### config.mk
export PLATFORM = sky130hd
export DESIGN_NAME = pipelined_shifter
export DESIGN_NICKNAME = d
export VERILOG_FILES = /design/src/rtl/pipelined_shifter_pkg.sv /design/src/rtl/pipelined_shifter_shift_stage.sv /design/src/rtl/pipelined_shifter.sv
export SDC_FILE = /design/constraint.sdc
export NUM_CORES = 1
export LEC_CHECK = 0
export CAP_MARGIN = 0
export CORE_UTILIZATION = 30
export CTS_CLUSTER_SIZE = 30
export DETAILED_ROUTE_END_ITERATION = 10
export HOLD_SLACK_MARGIN = 0.05
export PLACE_DENSITY = 0.57
export REMOVE_ABC_BUFFERS = 1
export SLEW_MARGIN = 20
export SYNTH_ARGS = -nofsm -noshare
export SYNTH_HDL_FRONTEND = slang
export SYNTH_SLANG_ARGS = --single-unit
### constraint.sdc
create_clock -name CLK -period 2.4 [get_ports CLK]
set_input_delay 0.48 -clock CLK [delete_from_list [all_inputs] [get_ports CLK]]
set_output_delay 0.48 -clock CLK [all_outputs]
set_load 0.005 [all_outputs]
### src/rtl/pipelined_shifter_pkg.sv
// Shared definitions for the pipelined barrel shifter: operation encodings and a
// log2 helper for sizing shift-amount fields.
package pipelined_shifter_pkg;

  typedef enum logic [2:0] {
    ModeSll = 3'b000,
    ModeSrl = 3'b001,
    ModeSra = 3'b010,
    ModeRol = 3'b011,
    ModeRor = 3'b100
  } mode_e;

  localparam int unsigned ShamtPortWidth = 32;

  function automatic int unsigned log2_floor(input int unsigned value);
    int unsigned result;
    result = 0;
    for (int unsigned v = value; v > 1; v = v >> 1) begin
      result++;
    end
    return result;
  endfunction

endpackage

### src/rtl/pipelined_shifter_shift_stage.sv
// One pipeline stage: conditionally shifts/rotates by 2^K positions, then registers the
// data and its side-band fields; everything holds while en_i is low.
module shift_stage
  import pipelined_shifter_pkg::*;
#(
  parameter int unsigned WIDTH = 32,
  parameter int unsigned LOG2W = 5,
  parameter int unsigned K     = 0
) (
  input  logic             clk_i,
  input  logic             rst_i,
  input  logic             en_i,
  input  logic             valid_i,
  input  logic [WIDTH-1:0] data_i,
  input  logic [2:0]       mode_i,
  input  logic [LOG2W-1:0] shamt_i,
  input  logic             sat_i,
  input  logic             sign_i,
  output logic             valid_o,
  output logic [WIDTH-1:0] data_o,
  output logic [2:0]       mode_o,
  output logic [LOG2W-1:0] shamt_o,
  output logic             sat_o,
  output logic             sign_o
);

  localparam int unsigned Amt = 1 << K;
  localparam logic [WIDTH-1:0] HiMask = ~({WIDTH{1'b1}} >> Amt);

  logic             valid_d, valid_q;
  logic [WIDTH-1:0] data_d, data_q, shifted;
  logic [2:0]       mode_d, mode_q;
  logic [LOG2W-1:0] shamt_d, shamt_q;
  logic             sat_d, sat_q;
  logic             sign_d, sign_q;
  logic             load;

  always_comb begin
    shifted = data_i;
    if (shamt_i[K]) begin
      case (mode_i)
        ModeSll: shifted = data_i << Amt;
        ModeSrl: shifted = data_i >> Amt;
        ModeSra: shifted = (data_i >> Amt) | (sign_i ? HiMask : '0);
        ModeRol: shifted = (data_i << Amt) | (data_i >> (WIDTH - Amt));
        ModeRor: shifted = (data_i >> Amt) | (data_i << (WIDTH - Amt));
        default: shifted = data_i;
      endcase
    end
  end

  // Payload only loads with a valid op so Y never moves while out_valid is low.
  always_comb begin
    load    = en_i & valid_i;
    valid_d = en_i ? valid_i : valid_q;
    data_d  = load ? shifted : data_q;
    mode_d  = load ? mode_i  : mode_q;
    shamt_d = load ? shamt_i : shamt_q;
    sat_d   = load ? sat_i   : sat_q;
    sign_d  = load ? sign_i  : sign_q;
  end

  always_ff @(posedge clk_i) begin
    if (rst_i) begin
      valid_q <= 1'b0;
      data_q  <= '0;
      mode_q  <= '0;
      shamt_q <= '0;
      sat_q   <= 1'b0;
      sign_q  <= 1'b0;
    end else begin
      valid_q <= valid_d;
      data_q  <= data_d;
      mode_q  <= mode_d;
      shamt_q <= shamt_d;
      sat_q   <= sat_d;
      sign_q  <= sign_d;
    end
  end

  assign valid_o = valid_q;
  assign data_o  = data_q;
  assign mode_o  = mode_q;
  assign shamt_o = shamt_q;
  assign sat_o   = sat_q;
  assign sign_o  = sign_q;

endmodule

### src/rtl/pipelined_shifter.sv
// LOG2W-stage pipelined barrel shifter with valid/ready handshake; saturation of
// out-of-range shift amounts is applied at the output from the carried flag.
module pipelined_shifter
  import pipelined_shifter_pkg::*;
#(
  parameter int unsigned WIDTH = 32,
  parameter int unsigned LOG2W = 5
) (
  input  logic                      CLK,
  input  logic                      RST,
  input  logic                      in_valid,
  output logic                      in_ready,
  input  logic [WIDTH-1:0]          D,
  input  logic [ShamtPortWidth-1:0] S,
  input  logic [2:0]                MODE,
  output logic                      out_valid,
  input  logic                      out_ready,
  output logic [WIDTH-1:0]          Y
);

  logic             valid_s [LOG2W+1];
  logic [WIDTH-1:0] data_s  [LOG2W+1];
  logic [2:0]       mode_s  [LOG2W+1];
  logic [LOG2W-1:0] shamt_s [LOG2W+1];
  logic             sat_s   [LOG2W+1];
  logic             sign_s  [LOG2W+1];
  logic             advance;

  assign advance    = out_ready | ~out_valid;
  assign in_ready   = advance & ~RST;

  assign valid_s[0] = in_valid & in_ready;
  assign data_s[0]  = D;
  assign mode_s[0]  = MODE;
  assign shamt_s[0] = S[LOG2W-1:0];
  assign sat_s[0]   = |S[ShamtPortWidth-1:LOG2W];
  assign sign_s[0]  = D[WIDTH-1];

  for (genvar k = 0; k < LOG2W; k++) begin : g_stage
    shift_stage #(
      .WIDTH(WIDTH),
      .LOG2W(LOG2W),
      .K    (k)
    ) u_stage (
      .clk_i  (CLK),
      .rst_i  (RST),
      .en_i   (advance),
      .valid_i(valid_s[k]),
      .data_i (data_s[k]),
      .mode_i (mode_s[k]),
      .shamt_i(shamt_s[k]),
      .sat_i  (sat_s[k]),
      .sign_i (sign_s[k]),
      .valid_o(valid_s[k+1]),
      .data_o (data_s[k+1]),
      .mode_o (mode_s[k+1]),
      .shamt_o(shamt_s[k+1]),
      .sat_o  (sat_s[k+1]),
      .sign_o (sign_s[k+1])
    );
  end

  // Rotates ignore saturation: they only ever use S mod WIDTH.
  always_comb begin
    out_valid = valid_s[LOG2W];
    Y         = data_s[LOG2W];
    if (sat_s[LOG2W]) begin
      case (mode_s[LOG2W])
        ModeSll, ModeSrl: Y = '0;
        ModeSra:          Y = {WIDTH{sign_s[LOG2W]}};
        default:          Y = data_s[LOG2W];
      endcase
    end
  end

endmodule

==> reports/qor.csv <==
stage,metric,value,unit
outcome,run_status,"complete, no violations",
sta,final_hold_viol_count,0,
detailed_routing,final_antenna_net_count,0,
yosys,ys.flop_type,sky130_fd_sc_hd__dfxtp_1,
cells_and_area,fin_nets,1425,
setup_path,worst-endpoint-arrival,1800,ps
yosys,synth-edff-count,0,
setup_path,worst-endpoint-required,1920,ps
die,fp.coreArea,0.0355,sq mm
yosys,syn_inst,1310,
clock_network,worst_skew_pair.late_latency,440,ps
detailed_routing,totalWireLength,32500,um
placement,placement.cell_area,0.0125,sq mm
setup_path,critical_setup_path_kind,primary input to output port,
setup_path,start_kind,primary input,
setup_path,critical-path-top-delay-family,buffers and inverters,
sta,setup_viol,0,
setup_path,path_max_fanout,2,
yosys,ys_ff_latch,200,
sta,setup_repair_after_global_routing_missed_its_margin,false,
die,die_x,192,um
cells_and_area,area_growth,20.8,%
cells_and_area,antenna_cells,0,
setup_path,crit_buf_inv,2,
clock_network,postCtsSetupRepairBufs,0,
sta,hold_slack,332,ps
hold_path,holdCritPathClass,primary input to flip-flop,
detailed_routing,drt_first_iter_violations,868,
grt,vias_in_the_first_global_route,9781,
yosys,synth_cell_types,55,
job,cap_viol_max_count,0,
placement,gp_routability_congestion,0.795,
die,count_of_standard_cell_rows,69,
pwr,power_leakage,4.81,nW
sta,fin_worst_skew,16.0,ps
yosys,synth_async_sr_flop_share,0,
sta,report.final.slew_viol_count,0,
clock_network,cts-root-to-sink-buffers,2,
die,dieArea,0.0368,sq mm
detailed_routing,vias,10300,
sta,worst-slew-pin-transition,630,ps
setup_path,path_cells,clkdlybuf4s50_1 -> nor2b_1 -> nor2_1 -> clkdlybuf4s50_1,
cells_and_area,n_fill_cell,3705,
clock_network,clkTransAtPathRegs,70,ps
sta,period_minus_slack,2280,ps
yosys,mean_instance_size_in_the_synthesized_netlist,8.26,sq um
die,floorplan.initialDensity,0.305,
sta,maxClockFrequency,438,MHz
die,die_y,192,um
clock_network,root_buffer,sky130_fd_sc_hd__clkbuf_16,
sta,layout_worst_path_cycle_share,0.951,
yosys,synth_seq_area_share,0.370,
setup_path,critPathSlowestCell,sky130_fd_sc_hd__clkdlybuf4s50_1,
yosys,mappedNetlistArea,0.0108,sq mm
pwr,power_per_cell_area,571,mW/mm^2
grt,overflow_left_after_global_routing,0,
sta,timing.setup.tns,0,ps
sta,max-slew-margin-rel,0.579,
detailed_routing,detail_route.vias_per_cell,5.62,
placement,port_buffers,104,
grt,grt_start_max_net_pins,106,
pwr,ir_drop,555,uV
clock_network,cts_tree,built,
clock_network,clock_sinks,200,
setup_path,critical_path.most_common_cell,sky130_fd_sc_hd__clkdlybuf4s50_1,
clock_network,htree_num_levels,4,
grt,groute.usage.overall,0.178,
sta,fin_ws,117,ps
setup_path,timing.critical_path.slowest_cell_delay,480,ps
clock_network,cts_inserted_buffers,17,
grt,grt_pass1_wl,53300,um
placement,dp_hpwl,22000,um
detailed_routing,route.detailed.wl_per_inst,17.8,um
grt,antenna_violations_before_repair,0,
cells_and_area,final_layout_size_suffix_gt1_frac,0.0980,
detailed_routing,route.detailed.drc,0,
placement,place_ws,-30.2,ps
clock_network,cts-resized-gates,38,
clock_network,cts-hold-fix-buffers,0,
die,floorplan.io_pins,105,
yosys,yosys_warnings,0,
detailed_routing,first_pass_iters,6,
setup_path,critical_path.endpoint_type,output port,
cells_and_area,final_cell_area,0.0131,sq mm
cell usage after synthesis, drive strengths merged, types with 10 or more instances:
master,number,share of area
dfxtp,200,0.37
nand2,135,0.047
nor2,101,0.036
o21ai,96,0.045
nand3b,79,0.055
a21oi,73,0.034
clkbuf,73,0.025
a22oi,69,0.048
buf,59,0.029
or3,47,0.027
mux2i,45,0.042
a21o,32,0.022
a221oi,32,0.026
mux2,30,0.031
o2111ai,30,0.024
nand2b,23,0.013
and3,19,0.011
a311oi,18,0.015
o22ai,18,0.010
o211ai,16,0.011
o32ai,16,0.013
nor3,14,0.0069
nor4,14,0.0081
a211oi,12,0.0083
o31ai,10,0.0069
path summary, 6_finish.rpt:
check	start	to	slack, ps	cells past startpoint
min	RST	g_stage[0].u_stage.data_o[0]$_SDFFE_PP0P_	330	2
max reg2reg	g_stage[2].u_stage.mode_o[0]$_SDFFE_PP0P_	g_stage[3].u_stage.data_o[25]$_SDFFE_PP0P_	540	5
max	out_ready	in_ready	120	4
min reg2reg	g_stage[1].u_stage.shamt_o[3]$_SDFFE_PP0P_	g_stage[1].u_stage.shamt_o[3]$_SDFFE_PP0P_	460	2
through the flow:
stage / utilization / power [mW] / std cells
after floorplan: - / 4.11 / 1178
after global placement: 0.352 / 4.57 / 1796
after detailed placement: 0.352 / 4.59 / 1796
after CTS: 0.368 / 7.51 / 1828
after global routing: 0.368 / 7.75 / 1828
final: 0.368 / 7.46 / 1828
sequential cells by signal, indices dropped and copies added, names as in the netlist:
register,count
g_stage.u_stage.sat_o,5
g_stage.u_stage.sign_o,5
g_stage.u_stage.mode_o,15
g_stage.u_stage.shamt_o,10
g_stage.u_stage.valid_o,5
g_stage.u_stage.data_o,160
cells in the final DEF, fill, tap and decap left out, types with 36 or more instances in the layout:
cell type / count
sky130_fd_sc_hd__mux2i_1: 45
sky130_fd_sc_hd__nor2_1: 97
sky130_fd_sc_hd__a21oi_1: 71
sky130_fd_sc_hd__buf_4: 36
sky130_fd_sc_hd__a22oi_1: 69
sky130_fd_sc_hd__dfxtp_1: 197
sky130_fd_sc_hd__or3_1: 47
sky130_fd_sc_hd__nand3b_1: 79
sky130_fd_sc_hd__o21ai_0: 71
sky130_fd_sc_hd__clkdlybuf4s50_1: 71
sky130_fd_sc_hd__nand2_1: 134
worst reg2reg max path: stages (launching register included):
cell and delay [ps]:
sky130_fd_sc_hd__dfxtp_1 390, sky130_fd_sc_hd__o21ai_1 230, sky130_fd_sc_hd__and2_1 500, sky130_fd_sc_hd__buf_4 330
sky130_fd_sc_hd__o22ai_1 110, sky130_fd_sc_hd__a211oi_1 210
layout make-up:
cell class	count	area (sq um)	share of cell area
Timing Repair Buffer	157	1610	0.123
Clock inverter	14	170	0.0130
Sequential cell	200	4010	0.307
Multi-Input combinational cell	975	6250	0.478
Clock buffer	18	439	0.0336
Inverter	3	11.3	0.000861
Tap cell	461	577	0.0441
where the power goes:
part / switching (mW) / total (mW) / internal [mW] / leakage, nW
clock network: 1.50 / 2.94 / 1.44 / 0.298
logic: 0.486 / 0.949 / 0.463 / 2.88
registers: 0.146 / 3.57 / 3.42 / 1.62
total: 2.13 / 7.46 / 5.33 / 4.81
per-layer routing:
metal | track usage | wire [um] | vias to the layer above
met5 | 0 | 0 | -
met2 | 0.288 | 14800 | 284
met1 | 0.250 | 15800 | 4957
li1 | - | - | 5014
met3 | 0.0241 | 1510 | 23
met4 | 0.0372 | 335 | 0
logic make-up after synthesis:
| family | share of synthesized area |
|---|---|
| buffers and inverters | 0.0559 |
| AO/OA/AOI/OAI | 0.276 |
| flip-flops | 0.370 |
| multiplexers | 0.0729 |
| XOR/XNOR | 0.00324 |
| AND/OR/NAND/NOR | 0.222 |
No activity file was read; power rests on OpenSTA's default activity.
